**src/rtl/multicycle_ctrl.sv**
```systemverilog
// Multi-cycle RV32I sequencer: steps each instruction through fetch/decode/execute/mem/writeback,
// drives datapath strobes and memory handshakes, keeps cycle/retire counters and halts on faults.
module multicycle_ctrl #(
  parameter int unsigned MEM_TIMEOUT = 16,
  parameter int unsigned CNT_W       = 32
) (
  input  logic             clk,
  input  logic             rst_n,
  output logic             imem_req,
  input  logic             imem_ack,
  output logic             ir_load,
  input  logic             dec_reg_write,
  input  logic             dec_mem_read,
  input  logic             dec_mem_write,
  input  logic             dec_is_branch,
  input  logic             dec_is_jump,
  input  logic             dec_illegal,
  input  logic             branch_taken,
  output logic             dmem_req,
  output logic             dmem_we,
  input  logic             dmem_ack,
  output logic             rf_we,
  output logic             pc_enable,
  output logic             pc_load,
  input  logic             halt_req,
  output logic             halted,
  output logic [1:0]       fault,
  output logic [2:0]       state_o,
  output logic [CNT_W-1:0] cycle_count,
  output logic [CNT_W-1:0] instret
);

  localparam int unsigned WAIT_W = (MEM_TIMEOUT < 2) ? 1 : $clog2(MEM_TIMEOUT + 1);
  localparam logic [WAIT_W-1:0] WAIT_LIMIT = WAIT_W'(MEM_TIMEOUT);

  localparam logic [1:0] FAULT_NONE    = 2'd0;
  localparam logic [1:0] FAULT_ILLEGAL = 2'd1;
  localparam logic [1:0] FAULT_TIMEOUT = 2'd2;
  localparam logic [1:0] FAULT_HALT    = 2'd3;

  typedef enum logic [2:0] {
    S_RESET   = 3'd0,
    S_FETCH   = 3'd1,
    S_DECODE  = 3'd2,
    S_EXECUTE = 3'd3,
    S_MEM     = 3'd4,
    S_WB      = 3'd5,
    S_HALT    = 3'd6
  } state_e;

  state_e            state_q, state_d;
  logic [1:0]        fault_q, fault_d;
  logic [WAIT_W-1:0] wait_q, wait_d;
  logic [CNT_W-1:0]  cycle_q, cycle_d;
  logic [CNT_W-1:0]  instret_q, instret_d;
  logic              timeout_c;
  logic              redirect_c;

  // Limit reached this cycle; a same-cycle ack takes priority in the next-state logic
  assign timeout_c  = (MEM_TIMEOUT != 0) && ((wait_q + WAIT_W'(1)) == WAIT_LIMIT);
  assign redirect_c = dec_is_jump | (dec_is_branch & branch_taken);

  always_comb begin
    state_d   = state_q;
    fault_d   = fault_q;
    wait_d    = wait_q;
    cycle_d   = cycle_q;
    instret_d = instret_q;

    case (state_q)
      S_RESET:   state_d = S_FETCH;
      S_FETCH: begin
        if (imem_ack) begin
          state_d = S_DECODE;
        end else if (timeout_c) begin
          state_d = S_HALT;
          fault_d = FAULT_TIMEOUT;
        end
      end
      S_DECODE: begin
        if (dec_illegal || (dec_mem_read && dec_mem_write)) begin
          state_d = S_HALT;
          fault_d = FAULT_ILLEGAL;
        end else begin
          state_d = S_EXECUTE;
        end
      end
      S_EXECUTE: state_d = (dec_mem_read || dec_mem_write) ? S_MEM : S_WB;
      S_MEM: begin
        if (dmem_ack) begin
          state_d = S_WB;
        end else if (timeout_c) begin
          state_d = S_HALT;
          fault_d = FAULT_TIMEOUT;
        end
      end
      S_WB: begin
        instret_d = instret_q + CNT_W'(1);
        if (halt_req) begin
          state_d = S_HALT;
          fault_d = FAULT_HALT;
        end else begin
          state_d = S_FETCH;
        end
      end
      S_HALT:    state_d = S_HALT;
      default:   state_d = S_RESET;
    endcase

    // Wait counter tracks consecutive cycles spent in a request state
    if (state_d != state_q) begin
      wait_d = '0;
    end else if (state_q == S_FETCH || state_q == S_MEM) begin
      wait_d = wait_q + WAIT_W'(1);
    end

    if (state_q != S_RESET && state_q != S_HALT) begin
      cycle_d = cycle_q + CNT_W'(1);
    end
  end

  always_ff @(posedge clk or negedge rst_n) begin
    if (!rst_n) begin
      state_q   <= S_RESET;
      fault_q   <= FAULT_NONE;
      wait_q    <= '0;
      cycle_q   <= '0;
      instret_q <= '0;
    end else begin
      state_q   <= state_d;
      fault_q   <= fault_d;
      wait_q    <= wait_d;
      cycle_q   <= cycle_d;
      instret_q <= instret_d;
    end
  end

  // Strobes decode the registered state only, so reset drops them immediately
  assign imem_req    = (state_q == S_FETCH);
  assign ir_load     = (state_q == S_FETCH) & imem_ack;
  assign dmem_req    = (state_q == S_MEM);
  assign dmem_we     = (state_q == S_MEM) & dec_mem_write;
  assign rf_we       = (state_q == S_WB) & dec_reg_write;
  assign pc_load     = (state_q == S_WB) & redirect_c;
  assign pc_enable   = (state_q == S_WB) & ~redirect_c;
  assign halted      = (state_q == S_HALT);
  assign fault       = fault_q;
  assign state_o     = 3'(state_q);
  assign cycle_count = cycle_q;
  assign instret     = instret_q;

endmodule
```
**config.mk**
```make
export PLATFORM = sky130hd
export DESIGN_NAME = multicycle_ctrl
export DESIGN_NICKNAME = d
export VERILOG_FILES = /design/src/rtl/multicycle_ctrl.sv
export SDC_FILE = /design/constraint.sdc
export NUM_CORES = 1
export LEC_CHECK = 0
export ABC_AREA = 1
export CORE_UTILIZATION = 50
export DETAILED_ROUTE_END_ITERATION = 6
export PLACE_DENSITY = 0.79
export SLEW_MARGIN = 20
export SYNTH_ARGS = -nofsm -noshare
export SYNTH_HDL_FRONTEND = slang
export SYNTH_SLANG_ARGS = --single-unit
```
**constraint.sdc**
```tcl
create_clock -name clk -period 4.8 [get_ports clk]
set_input_delay 0.96 -clock clk [delete_from_list [all_inputs] [get_ports clk]]
set_output_delay 0.96 -clock clk [all_outputs]
set_load 0.005 [all_outputs]
```
==> results of run 1 <==
area by class of cell:
type | count | area [µm²] | area share, %
Multi-Input combinational cell | 389 | 2020 | 38.2
Clock buffer | 12 | 155 | 2.93
Clock inverter | 4 | 26.3 | 0.497
Inverter | 60 | 225 | 4.26
Tap cell | 102 | 128 | 2.41
Sequential cell | 74 | 1850 | 35.0
Timing Repair Buffer | 88 | 878 | 16.6
kinds of logic (layout without fill, tap and decap cells):
| kind of cell | after synthesis | count (layout) | synth area share (%) |
|---|---|---|---|
| adders and majority gates | 3 | 3 | 0.910 |
| xor gates and xnor gates | 60 | 60 | 12.7 |
| buffers and inverters | 64 | 164 | 6.10 |
| AOI/OAI and AO/OA | 12 | 12 | 1.46 |
| and+or+nand+nor | 313 | 313 | 33.7 |
| muxes | 1 | 1 | 0.243 |
| DFF | 74 | 74 | 44.9 |
state kept, by name, indices dropped and copies added, names as in the netlist:
name,count
fault,2
cycle_count,32
instret,32
wait_q,5
state_o,3
worst max path at each step:
stage / to / slack [ps] / from
floorplan: pc_enable / 2580 / dec_is_branch
global placement: pc_enable / 1660 / dec_is_branch
detailed placement: pc_enable / 1650 / dec_is_branch
CTS: pc_enable / 1660 / dec_is_branch
global route: pc_enable / 1600 / branch_taken
finish: pc_enable / 1660 / dec_is_branch
stage by stage:
stage	area [µm²]	hold slack, ps	utilization, %	worst slack (ps)	cells
2_1_floorplan	4130	468	-	2580	527
3_3_place_gp	5100	464	65.1	1660	713
3_5_place_dp	5100	463	65.1	1650	713
4_1_cts	5290	478	67.4	1660	729
5_1_grt	5290	526	67.4	1600	729
6_report	5290	470	67.4	1660	729
cell usage after synthesis, types with 3 or more instances:
cell type and instances:
xnor2_1 23, inv_1 56, nor2_2 5, o21ai_0 8, nand3_1 27, inv_2 3, nand4_1 15, nor4_1 3
nor2_1 81, nor2_4 4, nand3b_1 3, xor2_1 37, buf_4 3, nand2_1 148, ha_1 3, a21oi_1 3
nand3_2 4, nand2_2 5, nor3_1 15, dfrtp_1 74
power breakdown:
group / switching, mW / internal (mW)
combinational: 0.327 / 0.283
clock: 0.232 / 0.215
sequential: 0.118 / 0.697
per-layer routing:
layer	up-vias	part of all wire, %
li1	1828	-
met1	1772	44
met2	110	49
met3	19	5.1
met4	0	2.2
met5	-	0
==> results.md, run 1 <==
- Endpoints failing hold: 0
- PnR Total Power: 1.87 mW
- DR vias: 3729
- Netlist Area Pre-Place: 4130 µm²
- Total CTS buffers: 9
- CP peak stage delay: 510 ps
- Worst path most repeated cell: clkdlybuf4s50_1
- FF-to-FF setup slack: 2850 ps
- Distinct cell type count after synthesis: 27
- DIE AREA: 8620 µm²
- Row cnt: 32
- HPWL Detailed: 7040 µm
- CP max stage cell: clkdlybuf4s50_1
- Status: completed
- Crit path DAT: 2180 ps
- Synth Instances: 527
- Post-synthesis register bit count: 74
- Top FF cell, synth: dfrtp_1
- Post-Syn Area per Cell: 7.83 µm²
- Drt pass-1 iters: 4
- Max Clk Rate: 318 MHz
- Max-slew violations: 0
- Clk buf depth: 2
- Post-synth ARST share: 100%
- Sequential fraction of the synthesis area: 44.9%
- Synthesis Warnings: 0
- Global-route wire length before repair: 16000 µm
- Worst endpoint required time: 3840 ps
- Reg2reg start: state_o[2]$_DFF_PN0_
- # resized after CTS: 0
- RSZ-0062 raised after global routing: false
- Clock slew at reported path FFs: 80 ps
- GRT met3 Usage: 4.11%
- Via density: 5.12
- Die X: 92.8 µm
- Worst-Margin Slew: 904 ps
- Crit-path max FO: 2
- Nets: 637
- Worst IR Drop VDD: 0.224 mV
- Commonest non-fill, non-tap cells in the layout: 148 x nand2_1, 87 x clkdlybuf4s50_1, 81 x nor2_1
- Post-synth top area cell: dfrtp_1
- Pwr dens: 354 nW/µm²
- Min-delay src: cycle_count[31]$_DFFE_PN0P_
- Drt drc: 0
- Max-cap violations: 0
- Share of cells above drive strength 1: 6.22%
- Fillers: 686
- Worst Hold Class: reg2reg
- Critical path class: in2out
- WL final: 9320 µm
- Syn_nets: 542
- Gp weighted congestion: 0.904
- Startpoint types: primary input
- Max-slew headroom: 39.8%
- Top cell type's share of synthesized area: 44.9%
- Depth of the CTS H-tree: 3
- Top Usage Layer GRT: met2
- WP depth: 5
- Worst Clk Skew: 12.0 ps
- Hold Crit Depth: 1
- Root buffer cell: clkbuf_8
- Worst-Skew Late Latency: 360 ps
- Total global-route track usage: 23.5%
- P_leak: 2.42 nW
- Final setup fails: 0
- Initial antenna violation count: 0
- Clk sinks: 74
- CTS tree: built
- Core Box Area: 7850 µm²
- Endpoint class of the critical path: output pin
- Number of enable flip-flop cells after synthesis: 0
- Grt total ovfl: 0
- Reg2reg end: cycle_count[26]$_DFFE_PN0P_
- Diode count: 0
- GR Layer Usage met2: 40.4%
- Die Y: 92.8 µm
- Vias in the first global route: 3630
- Hold endpoint: cycle_count[31]$_DFFE_PN0P_
- Final worst path period share: 65.4%
- Top Family by Delay on Critical Path: buffers and inverters
- Period minus WS final: 3140 ps
- Synth top area cells: dfrtp_1 45%, nand2_1 13%, xor2_1 7.9%
- Total negative setup slack: 0 ps
- CTS Hold Bufs: 0
- Reg2reg path depth: 8
- 1st-iter DRT viols: 133
- I/O pins: 89
- Area Growth Syn to Fin: 28.1%
- WL/cell: 12.8 µm
- Commonest non-fill, non-tap cell in the layout: nand2_1
- CP cell instances: clkdlybuf4s50_1 > a21oi_1 > inv_1 > nor2_1 > clkdlybuf4s50_1
- Final ANT Viol Nets: 0
- Port-buffer cells: 88
- Number of buffer and inverter stages on the critical path: 3
- Largest net degree at the start of global routing: 75
- Met1 track demand over resource: 28.5%
- Post-CTS Setup Inserts: 0
- Initial Util: 52.6%
No activity file was read; power rests on OpenSTA's default activity.
==> inputs of run 2 (changes only) <==
CORE_UTILIZATION = 46   (was 50)
PLACE_DENSITY = 0.76   (was 0.79)
clock period = 2.57 ns   (was 4.8 ns; I/O delays follow)
==> results.md, run 2 (synthesis gave the netlist of run 1 again) <==
- Max-slew violations: 0
- WL/cell: 12.8 µm
- Reg2reg start: instret[0]$_DFFE_PN0P_
- Max-cap violations: 0
- Gp weighted congestion: 0.925
- Max Clk Rate: 418 MHz
- Vias in the first global route: 3630
- WL final: 9420 µm
- Total global-route track usage: 21.1%
- Diode count: 0
- CP peak stage delay: 510 ps
- Die Y: 96.7 µm
- Worst Hold Class: in2async
- Post-CTS Setup Inserts: 0
- CTS Hold Bufs: 0
- DIE AREA: 9350 µm²
- Die X: 96.7 µm
- Commonest non-fill, non-tap cells in the layout: 148 x nand2_1, 87 x clkdlybuf4s50_1, 81 x nor2_1
- Initial Util: 47.3%
- Share of cells above drive strength 1: 6.06%
- Drt drc: 0
- P_leak: 2.43 nW
- 1st-iter DRT viols: 139
- DR vias: 3680
- HPWL Detailed: 7160 µm
- Worst Clk Skew: 3.60 ps
- Total CTS buffers: 9
- Grt total ovfl: 0
- # resized after CTS: 0
- GRT met3 Usage: 3.97%
- Max-slew headroom: 40.3%
- Met1 track demand over resource: 28.0%
- Initial antenna violation count: 0
- Layout Utilization: 60.7%
- Port-buffer cells: 88
- Via density: 5.01
- Drt pass-1 iters: 5
- Dpl ws: 310 ps
- GR Layer Usage met2: 33.8%
- Root buffer cell: clkbuf_8
- CP max stage cell: clkdlybuf4s50_1
- Final ANT Viol Nets: 0
- Largest net degree at the start of global routing: 75
- Endpoint class of the critical path: output pin
- Commonest non-fill, non-tap cell in the layout: nand2_1
- Worst path most repeated cell: inv_1
- Depth of the CTS H-tree: 3
- Hold Slack: 300 ps
- Clock slew at reported path FFs: 70 ps
- Total negative setup slack: 0 ps
- Critical path class: reg2out
- Final setup fails: 0
- Global-route wire length before repair: 16200 µm
- Clk buf depth: 2
- Reg2reg end: instret[22]$_DFFE_PN0P_
- Row cnt: 34
- Endpoints failing hold: 0
- Period minus WS final: 2390 ps
- CTS tree: built
- RSZ-0062 raised after global routing: false
- Startpoint types: register
- CP cell instances: inv_1 > nand3_1 > inv_1 > nand2_1 > inv_1 > clkdlybuf4s50_1
- Crit-path max FO: 8
- Core Box Area: 8720 µm²
- I/O pins: 89
- FF-to-FF setup slack: 610 ps
- Reg2reg path depth: 9
- Crit path DAT: 1880 ps
- Worst-Margin Slew: 895 ps
- Pwr dens: 664 nW/µm²
- Nets: 637
- Crit path from: state_o[2]$_DFF_PN0_
- Worst-Skew Late Latency: 340 ps
- Top Usage Layer GRT: met2
- Setup slack after layout: 176 ps
- Clk sinks: 74
- Worst endpoint required time: 2060 ps
- Status: completed
- Area Growth Syn to Fin: 28.4%
- Worst IR Drop VDD: 0.453 mV
- Final worst path period share: 93.2%
==> run 2: stage by stage <==
step                      instances  instance area (µm²)  power, mW
after detailed placement        719                 5110       2.70
after floorplan                 527                 4130       2.18
final                           735                 5300       3.52
after global placement          719                 5110       2.65
after global routing            735                 5300       3.73
after CTS                       735                 5300       3.54
==> run 2: critical path: cells and delay by family (launching register included) <==
family	cells	cell delay (ps)
buf+inv	4	860
simple gates	2	190
flops	1	500
==> run 2: worst max-delay path by stage <==
stage | end | cells after the start | slack [ps]
after floorplan | instret[22]$_DFFE_PN0P_ | 9 | 960
after global placement | pc_enable | 5 | 320
after detailed placement | pc_enable | 5 | 310
after CTS | ir_load | 6 | 160
after global routing | ir_load | 6 | 10
final | ir_load | 6 | 180
==> run 2: cell type report <==
| class | count | area [µm²] |
|---|---|---|
| clock buffers | 14 | 173 |
| repair buffers | 88 | 878 |
| flip-flops and latches | 74 | 1850 |
| well taps | 108 | 135 |
| clock inverters | 2 | 10.0 |
| multi-input cells | 389 | 2020 |
| fillers | 788 | 3430 |
| inverters | 60 | 225 |
==> run 2: layer usage <==
layer | share of wire, % | wire (µm)
met2 | 48 | 4480
met1 | 45 | 4250
met4 | 2.0 | 190
met3 | 5.3 | 498
met5 | 0 | 0
==> run 2: report_power, final <==
group          switching (mW)  total, mW  internal, mW
clock network           0.414      0.842         0.428
logic                   0.618       1.15         0.530
registers               0.222       1.52          1.30
